### config.mk
export PLATFORM = sky130hd
export DESIGN_NAME = mips_instr_encoder_flat
export DESIGN_NICKNAME = d
export VERILOG_FILES = /design/src/rtl/mips_instr_encoder_if.sv /design/src/rtl/mips_instr_encoder.sv /design/src/flat_wrapper.sv
export SDC_FILE = /design/constraint.sdc
export NUM_CORES = 1
export LEC_CHECK = 0
export BUFFER_PORTS_ARGS = -buffer_cell sky130_fd_sc_hd__buf_2
export CAP_MARGIN = 30
export CORE_UTILIZATION = 24
export DETAILED_ROUTE_END_ITERATION = 10
export PLACE_DENSITY_LB_ADDON = 0.1
export SETUP_SLACK_MARGIN = 0.1
export SYNTH_ARGS = -nofsm -noshare
export SYNTH_HDL_FRONTEND = slang
export SYNTH_SLANG_ARGS = --single-unit
### constraint.sdc
create_clock -name clk -period 3.1 [get_ports clk]
set_input_delay 0.465 -clock clk [delete_from_list [all_inputs] [get_ports clk]]
set_output_delay 0.465 -clock clk [all_outputs]
set_load 0.005 [all_outputs]
### src/rtl/mips_instr_encoder_if.sv
// Request/instruction stream bundle between the encoder and its producer/consumer.
interface mips_instr_encoder_if #(
  parameter int unsigned CNT_W = 16
);
  logic             req_valid;
  logic             req_ready;
  logic [2:0]       req_op;
  logic [4:0]       req_rs;
  logic [4:0]       req_rt;
  logic [4:0]       req_rd;
  logic [4:0]       req_shamt;
  logic [5:0]       req_funct;
  logic [15:0]      req_imm;
  logic             instr_valid;
  logic             instr_ready;
  logic [31:0]      instr;
  logic             illegal;
  logic [CNT_W-1:0] instr_count;

  modport slave (
    input  req_valid, req_op, req_rs, req_rt, req_rd, req_shamt, req_funct, req_imm,
    input  instr_ready,
    output req_ready, instr_valid, instr, illegal, instr_count
  );

  modport master (
    output req_valid, req_op, req_rs, req_rt, req_rd, req_shamt, req_funct, req_imm,
    output instr_ready,
    input  req_ready, instr_valid, instr, illegal, instr_count
  );
endinterface

### src/rtl/mips_instr_encoder.sv
// Encodes lw/sw/beq/R-type field requests into 32-bit MIPS words and streams
// them out through a small FIFO with a popped-word counter.
module mips_instr_encoder #(
  parameter int unsigned DEPTH = 4,
  parameter int unsigned CNT_W = 16
) (
  input  logic                 clk,
  input  logic                 reset_n,
  input  logic                 flush,
  mips_instr_encoder_if.slave  bus
);
  localparam int unsigned PTR_W = $clog2(DEPTH);
  localparam int unsigned OCC_W = $clog2(DEPTH + 1);

  logic [31:0]      r_mem [DEPTH];
  logic [PTR_W-1:0] r_wr_ptr;
  logic [PTR_W-1:0] r_rd_ptr;
  logic [OCC_W-1:0] r_occ;
  logic             r_illegal;
  logic [CNT_W-1:0] r_instr_count;

  logic        w_full;
  logic        w_empty;
  logic        w_accept;
  logic        w_push;
  logic        w_pop;
  logic [31:0] w_word;

  assign w_full   = (r_occ == OCC_W'(DEPTH));
  assign w_empty  = (r_occ == '0);
  assign w_accept = bus.req_valid && bus.req_ready;
  assign w_push   = w_accept && !bus.req_op[2];
  assign w_pop    = !w_empty && bus.instr_ready && !flush;

  assign bus.req_ready   = !w_full && !flush;
  assign bus.instr_valid = !w_empty;
  assign bus.instr       = w_empty ? 32'h0 : r_mem[r_rd_ptr];
  assign bus.illegal     = r_illegal;
  assign bus.instr_count = r_instr_count;

  // Field packing; op[2] requests never reach the FIFO so only op[1:0] matters here.
  always_comb begin
    w_word = '0;
    case (bus.req_op[1:0])
      2'b00:   w_word = {6'b100011, bus.req_rs, bus.req_rt, bus.req_imm};
      2'b01:   w_word = {6'b101011, bus.req_rs, bus.req_rt, bus.req_imm};
      2'b10:   w_word = {6'b000100, bus.req_rs, bus.req_rt, bus.req_imm};
      default: w_word = {6'b000000, bus.req_rs, bus.req_rt, bus.req_rd,
                         bus.req_shamt, bus.req_funct};
    endcase
  end

  always_ff @(posedge clk or negedge reset_n) begin
    if (!reset_n) begin
      for (int i = 0; i < int'(DEPTH); i++) r_mem[i] <= '0;
      r_wr_ptr      <= '0;
      r_rd_ptr      <= '0;
      r_occ         <= '0;
      r_illegal     <= 1'b0;
      r_instr_count <= '0;
    end else begin
      r_illegal <= w_accept && bus.req_op[2];
      if (w_pop) r_instr_count <= r_instr_count + CNT_W'(1);
      if (flush) begin
        r_wr_ptr <= '0;
        r_rd_ptr <= '0;
        r_occ    <= '0;
      end else begin
        if (w_push) begin
          r_mem[r_wr_ptr] <= w_word;
          r_wr_ptr        <= r_wr_ptr + PTR_W'(1);
        end
        if (w_pop) r_rd_ptr <= r_rd_ptr + PTR_W'(1);
        r_occ <= r_occ + OCC_W'(w_push) - OCC_W'(w_pop);
      end
    end
  end
endmodule

### src/flat_wrapper.sv
// flat-port wrapper written by rule: the top's interface ports become plain ports
module mips_instr_encoder_flat 
#(
  parameter int unsigned DEPTH = 4,
  parameter int unsigned CNT_W = 16
)
  (clk, reset_n, flush, bus_req_valid, bus_req_op, bus_req_rs, bus_req_rt, bus_req_rd, bus_req_shamt, bus_req_funct, bus_req_imm, bus_instr_ready, bus_req_ready, bus_instr_valid, bus_instr, bus_illegal, bus_instr_count);
  mips_instr_encoder_if #(.CNT_W(CNT_W)) bus_i ();
  input  logic clk;
  input  logic reset_n;
  input  logic flush;
  input wire logic [$bits(bus_i.req_valid)-1:0] bus_req_valid;
  input wire logic [$bits(bus_i.req_op)-1:0] bus_req_op;
  input wire logic [$bits(bus_i.req_rs)-1:0] bus_req_rs;
  input wire logic [$bits(bus_i.req_rt)-1:0] bus_req_rt;
  input wire logic [$bits(bus_i.req_rd)-1:0] bus_req_rd;
  input wire logic [$bits(bus_i.req_shamt)-1:0] bus_req_shamt;
  input wire logic [$bits(bus_i.req_funct)-1:0] bus_req_funct;
  input wire logic [$bits(bus_i.req_imm)-1:0] bus_req_imm;
  input wire logic [$bits(bus_i.instr_ready)-1:0] bus_instr_ready;
  output wire logic [$bits(bus_i.req_ready)-1:0] bus_req_ready;
  output wire logic [$bits(bus_i.instr_valid)-1:0] bus_instr_valid;
  output wire logic [$bits(bus_i.instr)-1:0] bus_instr;
  output wire logic [$bits(bus_i.illegal)-1:0] bus_illegal;
  output wire logic [$bits(bus_i.instr_count)-1:0] bus_instr_count;
  assign bus_i.req_valid = bus_req_valid;
  assign bus_i.req_op = bus_req_op;
  assign bus_i.req_rs = bus_req_rs;
  assign bus_i.req_rt = bus_req_rt;
  assign bus_i.req_rd = bus_req_rd;
  assign bus_i.req_shamt = bus_req_shamt;
  assign bus_i.req_funct = bus_req_funct;
  assign bus_i.req_imm = bus_req_imm;
  assign bus_i.instr_ready = bus_instr_ready;
  assign bus_req_ready = bus_i.req_ready;
  assign bus_instr_valid = bus_i.instr_valid;
  assign bus_instr = bus_i.instr;
  assign bus_illegal = bus_i.illegal;
  assign bus_instr_count = bus_i.instr_count;
  mips_instr_encoder #(.DEPTH(DEPTH), .CNT_W(CNT_W)) u_core (.clk(clk), .reset_n(reset_n), .flush(flush), .bus(bus_i));
endmodule
Word-level counts from Yosys, hierarchy flattened. Cells that the tools add are included.

$add $sub $neg: 5. $lt $le $gt $ge: 3. Equality and inequality tests: 3. Multiplexer cells: 13. Bitwise gates (word level): 3. Reduce and logical (&&, ||, !) cells: 16.

Operators with widths (count): $bwmux W128 (1); $mux W32 (4); $pmux W32 S3 (1); $bmux W32 S2 (1); $demux W32 S2 (1); $add A16 B1 Y16 const B (1); $mux W2 (4); $logic_and A1 B1 Y1 (7); $ge A3 B3 Y1 const B (2); $not A2 Y3 (2); $add A2 B1 Y2 const B (2); $logic_not A1 Y1 (4); $reduce_bool A2 Y1 (2); $add A3 B1 Y3 (1); $eq A3 B3 Y1 const B (1); $logic_not A3 Y1 (1); $lt A3 B1 Y1 const B (1); $mux W3 (1); $sub A3 B1 Y3 (1); $eq A2 B1 Y1 const B (1); $eq A2 B2 Y1 const B (1); $logic_not A2 Y1 (1); $reduce_and A2 Y1 (1); $not A1 Y1 (1).

Register bits after elaboration: 152. Bits of input ports: 50. Output and inout bits: 51.

Logic depth before layout (Yosys ltp). Gate-level depths: netlist of the first run.

Depth in word-level cells: 8. Mapped depth: 10. Gate-level depth less buffers: 10.

Least setup slack after synthesis of the first run. No wires, ideal clock.

Path kind: register to register. From: register u_core.r_occ[1]. To: register u_core.r_occ[2]. Library setup time: 0.132 ns. Data arrival time: 2.183 ns. Setup slack: 0.785 ns. Stages on the path, launching flop included: 11. Buffers on the path: 0. Clock period less this slack: 2.315 ns. Path through: dfrtp_1 o31ai_1 nor2_1 ha_1 inv_1 ha_1 inv_1 fa_1 xor2_1 xnor2_1 nor2_1.

RTL lines: start: declaration (RTL line mips_instr_encoder.sv:18) `logic [OCC_W-1:0] r_occ;`; start signal: assignment (RTL line mips_instr_encoder.sv:74) `r_occ <= r_occ + OCC_W'(w_push) - OCC_W'(w_pop);`; $logic_not A3 Y1 (RTL line mips_instr_encoder.sv:30) `assign w_empty = (r_occ == '0);`; $logic_not A1 Y1 (RTL line mips_instr_encoder.sv:33) `assign w_pop = !w_empty && bus.instr_ready && !flush;`; $logic_and A1 B1 Y1 (2 in a row) (RTL line mips_instr_encoder.sv:33); net u_core.w_pop (RTL line mips_instr_encoder.sv:26) `logic w_pop;`; $sub A3 B1 Y3 (RTL line mips_instr_encoder.sv:74); $mux W3 (RTL line mips_instr_encoder.sv:64) `if (flush) begin`.

The timed path passes the listed nets, and every way through them passes these cells. A chain may end at the register's enable or synchronous reset.

Final worst setup path of the first run.
From: register u_core.r_rd_ptr[0]. To: output bus_instr[14].

Word-level cells in the longest chain between the ends: 5.

Ends and longest elaborated chain: start: declaration (RTL line mips_instr_encoder.sv:17) `logic [PTR_W-1:0] r_rd_ptr;`; start signal: assignment (RTL line mips_instr_encoder.sv:73) `if (w_pop) r_rd_ptr <= r_rd_ptr + PTR_W'(1);`; $not A2 Y3 (implied by the code) (RTL line mips_instr_encoder.sv:37) `assign bus.instr = w_empty ? 32'h0 : r_mem[r_rd_ptr];`; $bmux W32 S2 (RTL line mips_instr_encoder.sv:37); $mux W32 (implied by the code) (2 in a row) (RTL line mips_instr_encoder.sv:37); $mux W32 (RTL line mips_instr_encoder.sv:37); end: declaration (RTL line flat_wrapper.sv:23) `output wire logic [$bits(bus_i.instr)-1:0] bus_instr;`.

Every way passes these cells. The select of a mux whose other input is x is not followed.

==> results of run 1 <==
[through the flow]
step                power [mW]  std cells  hold slack, ps
finish                    6.32       1058            54.8
CTS                       6.47       1058            77.0
detailed placement        4.20       1028             456
global placement          4.15       1028             452
global route              6.74       1058            96.8
floorplan                 3.51        619             169
[layer usage]
metal	global-route usage (%)	up-vias	wire length, um	part of all wire [%]
met5	0	-	0	0
met4	4.35	0	245	1.4
met3	2.92	18	443	2.6
met2	22.6	78	8740	51
met1	16.3	2243	7570	45
li1	-	2246	-	-
[synth_stat cells, drive strengths merged (8+ instances only)]
library cell / instances
nand2: 202
dfrtp: 140
o21ai: 76
and2: 30
mux4: 29
buf: 23
clkbuf: 18
mux2i: 16
xor2: 15
nor2: 9
inv: 8
nand3: 8
[final cells by class]
class / instances / area, um^2
Clock buffer: 19 / 443
Timing Repair Buffer: 115 / 647
Fill cell: 2750 / 18300
Sequential cell: 140 / 3510
Inverter: 8 / 30.0
Multi-Input combinational cell: 430 / 2760
Tap cell: 335 / 419
Clock inverter: 11 / 193
[sequential cells by signal, indices dropped and copies added, names as in the netlist]
name	cells
u_core.r_wr_ptr	2
u_core.bus.instr_count	16
u_core.r_occ	3
u_core.r_rd_ptr	2
u_core.bus.illegal	1
u_core.r_mem	116
[worst min path at each step]
| stage | end | depth (start not counted) | from |
|---|---|---|---|
| 3_3_place_gp | u_core.r_mem[84] | 2 | u_core.r_mem[84] |
| 3_5_place_dp | u_core.r_mem[53] | 2 | u_core.r_mem[53] |
| 2_1_floorplan | u_core.bus.illegal | 0 | reset_n |
| 5_1_grt | u_core.r_mem[102] | 1 | reset_n |
| 6_report | u_core.r_mem[102] | 1 | reset_n |
| 4_1_cts | u_core.r_mem[102] | 1 | reset_n |
[where the power goes]
| group | internal [mW] | total (mW) | switching [mW] | leakage, nW |
|---|---|---|---|---|
| Combinational | 0.832 | 1.57 | 0.735 | 1.81 |
| Sequential | 2.24 | 2.53 | 0.297 | 1.87 |
| Clock | 1.44 | 2.22 | 0.777 | 0.305 |
| Total | 4.51 | 6.32 | 1.81 | 3.98 |
[logic make-up (layout without fill, tap and decap cells)]
logic type               count (synthesis)  in the layout
buffers and inverters                   49            153
AND/OR/NAND/NOR                        277            277
AO/OA/AOI/OAI                           78             78
flip-flops                             140            140
adder cells (fa/ha/maj)                  8              8
XOR/XNOR                                20             20
multiplexers                            46             46
other                                    1              1
==> metrics.txt, run 1 <==
status finished with violations; failing checks DRC; DP Area 7360 um^2; Max Root-Sink Buffers 2; post-synthesis simple-gate area fraction between 10% and 20%; Post-DP HPWL between 10000 and 15000 um; main combinational cell family by area after synthesis simple AND/OR/NAND/NOR gates; Final WS setup approximately 410 ps; post-synth cell types 34; Worst R2R Path Depth 10; average via count per standard cell approximately 4.3; vias in the first global route around 4900; GP Congestion roughly 0.7; Seq/Total Area, Yosys 54.0%; Mapped Avg Cell Area between 10 and 15 um^2; Antenna Nets Post-Route 0; die area 27700 um^2; Gates resized, CTS repair 0; CP cell instances buf_4 > mux4_2 > and2_1 > buf_2; startpoint types register; CTS tree yes; Critical Path End Type primary output; initial antenna violation count 0; pwr/cell area 790 nW/um^2; Yosys top cell area share 54.0%; CP required approximately 2600 ps; Setup WS pre-CTS ~550 ps; max incr delay on CP 720 ps; NumNets Final 770; async set-reset flop share out of synthesis 100%; capturing point of the worst reg2reg path u_core.r_occ[2]; Root Driver clkbuf_16; DR DRC count 4; final core occ 30.4%; wire per inst about 16 um; Worst Path Buf+Inv 2; fin. max-slew vios 0; max_slew headroom about 54%; first-pass GRT wire length roughly 28000 um; reg2reg start u_core.r_occ[1]; Clock Skews roughly 16 ps; Warnings, synthesis 0; DRT Pass-1 Iters 8; fmax 372 MHz; R2R Setup Slk between 500 and 600 ps; hold_buf cts 0; TritonCTS Buffers 17; Slowest cell on crit path dfrtp_2; Crit path arrival time 2230 ps; Yosys top cell by area dfrtp_1; crit path max fanout 14; CP delay by family, top flip-flops; Synth area leaders dfrtp_1, nand2_1, mux4_2; Mapped Cells just over 600; initial drt markers 190; Vias about 4600; RSZ-0062 raised after global routing false; Main synth FF type dfrtp_1; layout cells sized above 1 about a quarter; Yosys reg bits 140; worst IR drop on VDD around 0.35 mV; Antenna Cells 0; H-tree levels 4; Syn-to-layout area delta 23.2%; Setup Viol. Count Final 0; initial core utilization about a quarter; GRT Util Overall about an eighth; Post-synth EDFFs 0; overall die height between 150 and 200 um; Die X 166 um; number of clock sinks 140; Final Cell Area 8000 um^2; syn_nets around 680; clock-pin slew of the registers on the worst-case setup and hold paths about 60 ps; slew of the pin with the lowest slew margin roughly 700 ps; worst min path class in -> async; Crit Path Class reg -> out; clk_lat worst skew around 420 ps; CP Capture Point bus_instr[14]; Synth Cell Area between 6000 and 7000 um^2; Post-Synth Adder-Cell Area between 1.5 and 2%; port buffer count 99; Max-cap violations 0; I/O pin cnt roughly 100; FP Rows 59; most frequent cells in the layout nand2_1, dfrtp_1, buf_2; Final min period around 2700 ps; Final Cycle Share between 80% and 90%; post-synthesis mux area share 12.7%; XOR/XNOR Fraction of Synth Area 2.70%; gr ovfl total 0; Fin. Hold Viols 0; largest net degree at the start of global routing a little over 70; commonest non-fill, non-tap cell in the layout nand2_1; LEAKAGE about 4 nW; routed wire length between 15000 and 20000 um; worst setup path startpoint u_core.r_rd_ptr[0]; post-synthesis compound-gate area fraction 6.09%; Core Box Area about 26000 um^2; final setup TNS 0 ps; CP Depth 4; Post-CTS Repair Setup Buffers 0
No activity file was read; power rests on OpenSTA's default activity.
==> run 2: changes to the inputs <==
--- a/config.mk
+++ b/config.mk
@@ -5,6 +5,7 @@
 export SDC_FILE = /design/constraint.sdc
 export NUM_CORES = 1
 export LEC_CHECK = 0
+export ABC_AREA = 1
 export BUFFER_PORTS_ARGS = -buffer_cell sky130_fd_sc_hd__buf_2
 export CAP_MARGIN = 30
 export CORE_UTILIZATION = 24
==> metrics.txt, run 2 <==
status finished clean; syn_nets approximately 1000; CTS tree yes; Post-CTS Repair Setup Buffers 0; clk_lat worst skew approximately 420 ps; gr ovfl total 0; max reg flops approximately 120; Root Driver clkbuf_16; fmax around 370 MHz; overall die height 173 um; Main synth FF type dfrtp_1; reg2reg start u_core.r_occ[1]; Post-DP HPWL about 14000 um; Crit Path Class reg -> out; Critical Path End Type primary output; DRT Pass-1 Iters 4; pwr/cell area roughly 750 nW/um^2; GP Congestion between 0.7 and 0.8; capturing point of the worst reg2reg path u_core.r_occ[2]; Final Cycle Share between 80 and 90%; layout cells sized above 1 15.5%; Max-cap violations 0; Fin. Hold Viols 0; Warnings, synthesis 0; Mapped Cells between 900 and 1000; worst IR drop on VDD approximately 0.37 mV; Cell Count, Final, Fillers Out 1441; most frequent cells after synthesis nand2_1, nor2_1, dfrtp_1, o21ai_0; Sequential Area around 3500 um^2; async set-reset flop share out of synthesis 100%; Reg with most FFs u_core.r_mem; WHS between 70 and 80 ps; fin. max-slew vios 0; FP Rows 62; clock-pin slew of the registers on the worst-case setup and hold paths 60 ps; largest net degree at the start of global routing 69; multi-input logic area about 3100 um^2; Clock Skews about 10 ps; Yosys reg bits between 100 and 150; Post-synth EDFFs 0; die area 30000 um^2; Worst R2R Path Depth 11; post-synth cell types 28; wire per inst between 15 and 20 um; Final WS setup between 400 and 500 ps; Crit path arrival time 2220 ps; TritonCTS Buffers 17; dominant cell by count in the synthesized netlist nand2_1; startpoint types register; Antenna Cells 0; hold_buf cts 0; Die X approximately 170 um; Setup Viol. Count Final 0; GRT Util Overall roughly 16%; Gates resized, CTS repair 0; Core Box Area between 20000 and 30000 um^2; port buffer count about 100; commonest non-fill, non-tap cell in the layout nand2_1; LEAKAGE between 4 and 5 nW; Syn-to-layout area delta 21.2%; crit path max fanout 12; Synth area leaders dfrtp_1, nand2_1, nor2_1; worst min path class in -> async; Yosys top cell area share 49.8%; Seq/Total Area, Yosys between 40% and 50%; initial drt markers ~330; Vias slightly above 6000; Yosys top cell by area dfrtp_1; first-pass GRT wire length 36200 um; Mapped Avg Cell Area between 7 and 8 um^2; I/O pin cnt 101; Final min period roughly 2700 ps; most frequent cells in the layout nand2_1, nor2_1, dfrtp_1; average via count per standard cell around 4.3; routed wire length approximately 23000 um; fill cell count about 3200; final setup TNS 0 ps; PnR Total Power about 6.4 mW; number of clock sinks 140; DR DRC count 0; placed insts roughly 1400; CP required roughly 2600 ps; initial antenna violation count 0; H-tree levels 4; NumNets Final roughly 1100; R2R Setup Slk ~630 ps; Antenna Nets Post-Route 0; initial core utilization 24.5%; Setup WS pre-CTS approximately 550 ps; max_slew headroom 49.4%; vias in the first global route between 6000 and 7000; RSZ-0062 raised after global routing false; Max Root-Sink Buffers 2; slew of the pin with the lowest slew margin approximately 760 ps; Synth Cell Area 7040 um^2
[run 2: changes by cell type after synthesis, moves of 5 or more]
| cell | previous run | this run |
|---|---|---|
| mux2i_1 | 16 | 0 |
| nor2_1 | 9 | 146 |
| buf_6 | 0 | 6 |
| inv_1 | 8 | 30 |
| nand3_1 | 8 | 28 |
| o21ai_1 | 5 | 0 |
| o21ai_0 | 71 | 63 |
| buf_2 | 9 | 19 |
| xor2_1 | 15 | 8 |
| a21oi_1 | 0 | 30 |
| mux4_2 | 29 | 0 |
| nand2_1 | 202 | 431 |
| and2_1 | 29 | 1 |
| and3_1 | 6 | 1 |
[run 2: kinds of logic (layout without fill, tap and decap cells)]
| logic type | Yosys count | after routing | share of synthesized area (%) |
|---|---|---|---|
| xor gates and xnor gates | 9 | 9 | 1.12 |
| buffers and inverters | 88 | 186 | 6.51 |
| other | 1 | 1 | 0.0533 |
| DFF | 140 | 140 | 49.8 |
| and+or+nand+nor | 619 | 619 | 34.3 |
| AOI/OAI and AO/OA | 94 | 94 | 6.70 |
| adders and majority gates | 8 | 8 | 1.53 |
[run 2: worst max-delay path by stage]
| stage | from | to |
|---|---|---|
| final | u_core.r_occ[1] | bus_instr[28] |
| after global routing | u_core.r_occ[1] | bus_instr[28] |
| after CTS | u_core.r_occ[1] | bus_instr[28] |
| after detailed placement | flush | u_core.r_occ[2] |
| after global placement | flush | u_core.r_occ[2] |
| after floorplan | u_core.r_occ[1] | u_core.r_occ[2] |
[run 2: metrics by stage]
step	utilization (%)	area (um^2)
finish	29.6	8530
floorplan	-	7040
detailed placement	27.6	7930
global placement	27.6	7930
global route	29.6	8530
CTS	29.6	8530
[run 2: cell type report]
class / instances / area share (%)
Timing Repair Buffer: 121 / 8.70
Clock buffer: 17 / 4.99
Clock inverter: 15 / 2.02
Sequential cell: 140 / 41.1
Inverter: 33 / 1.48
Multi-Input combinational cell: 731 / 36.1
Tap cell: 384 / 5.63
[run 2: critical path, cell delays in order (launching register included)]
cell	delay, ps
dfrtp_1	450
nor2_1	120
nand2_1	120
inv_1	470
buf_4	260
buf_4	170
a21oi_1	60
buf_2	140
[run 2: power by group]
group / switching [mW] / internal (mW)
sequential: 0.211 / 2.19
combinational: 1.21 / 0.698
clock: 0.838 / 1.27
[run 2: routing by layer]
| metal | global-route usage [%] | wire length, um | vias to the layer above |
|---|---|---|---|
| met2 | 27.1 | 11100 | 83 |
| met1 | 20.9 | 11000 | 2974 |
| met5 | 0 | 0 | - |
| met4 | 3.36 | 136 | 0 |
| met3 | 2.57 | 570 | 6 |
| li1 | - | - | 3134 |
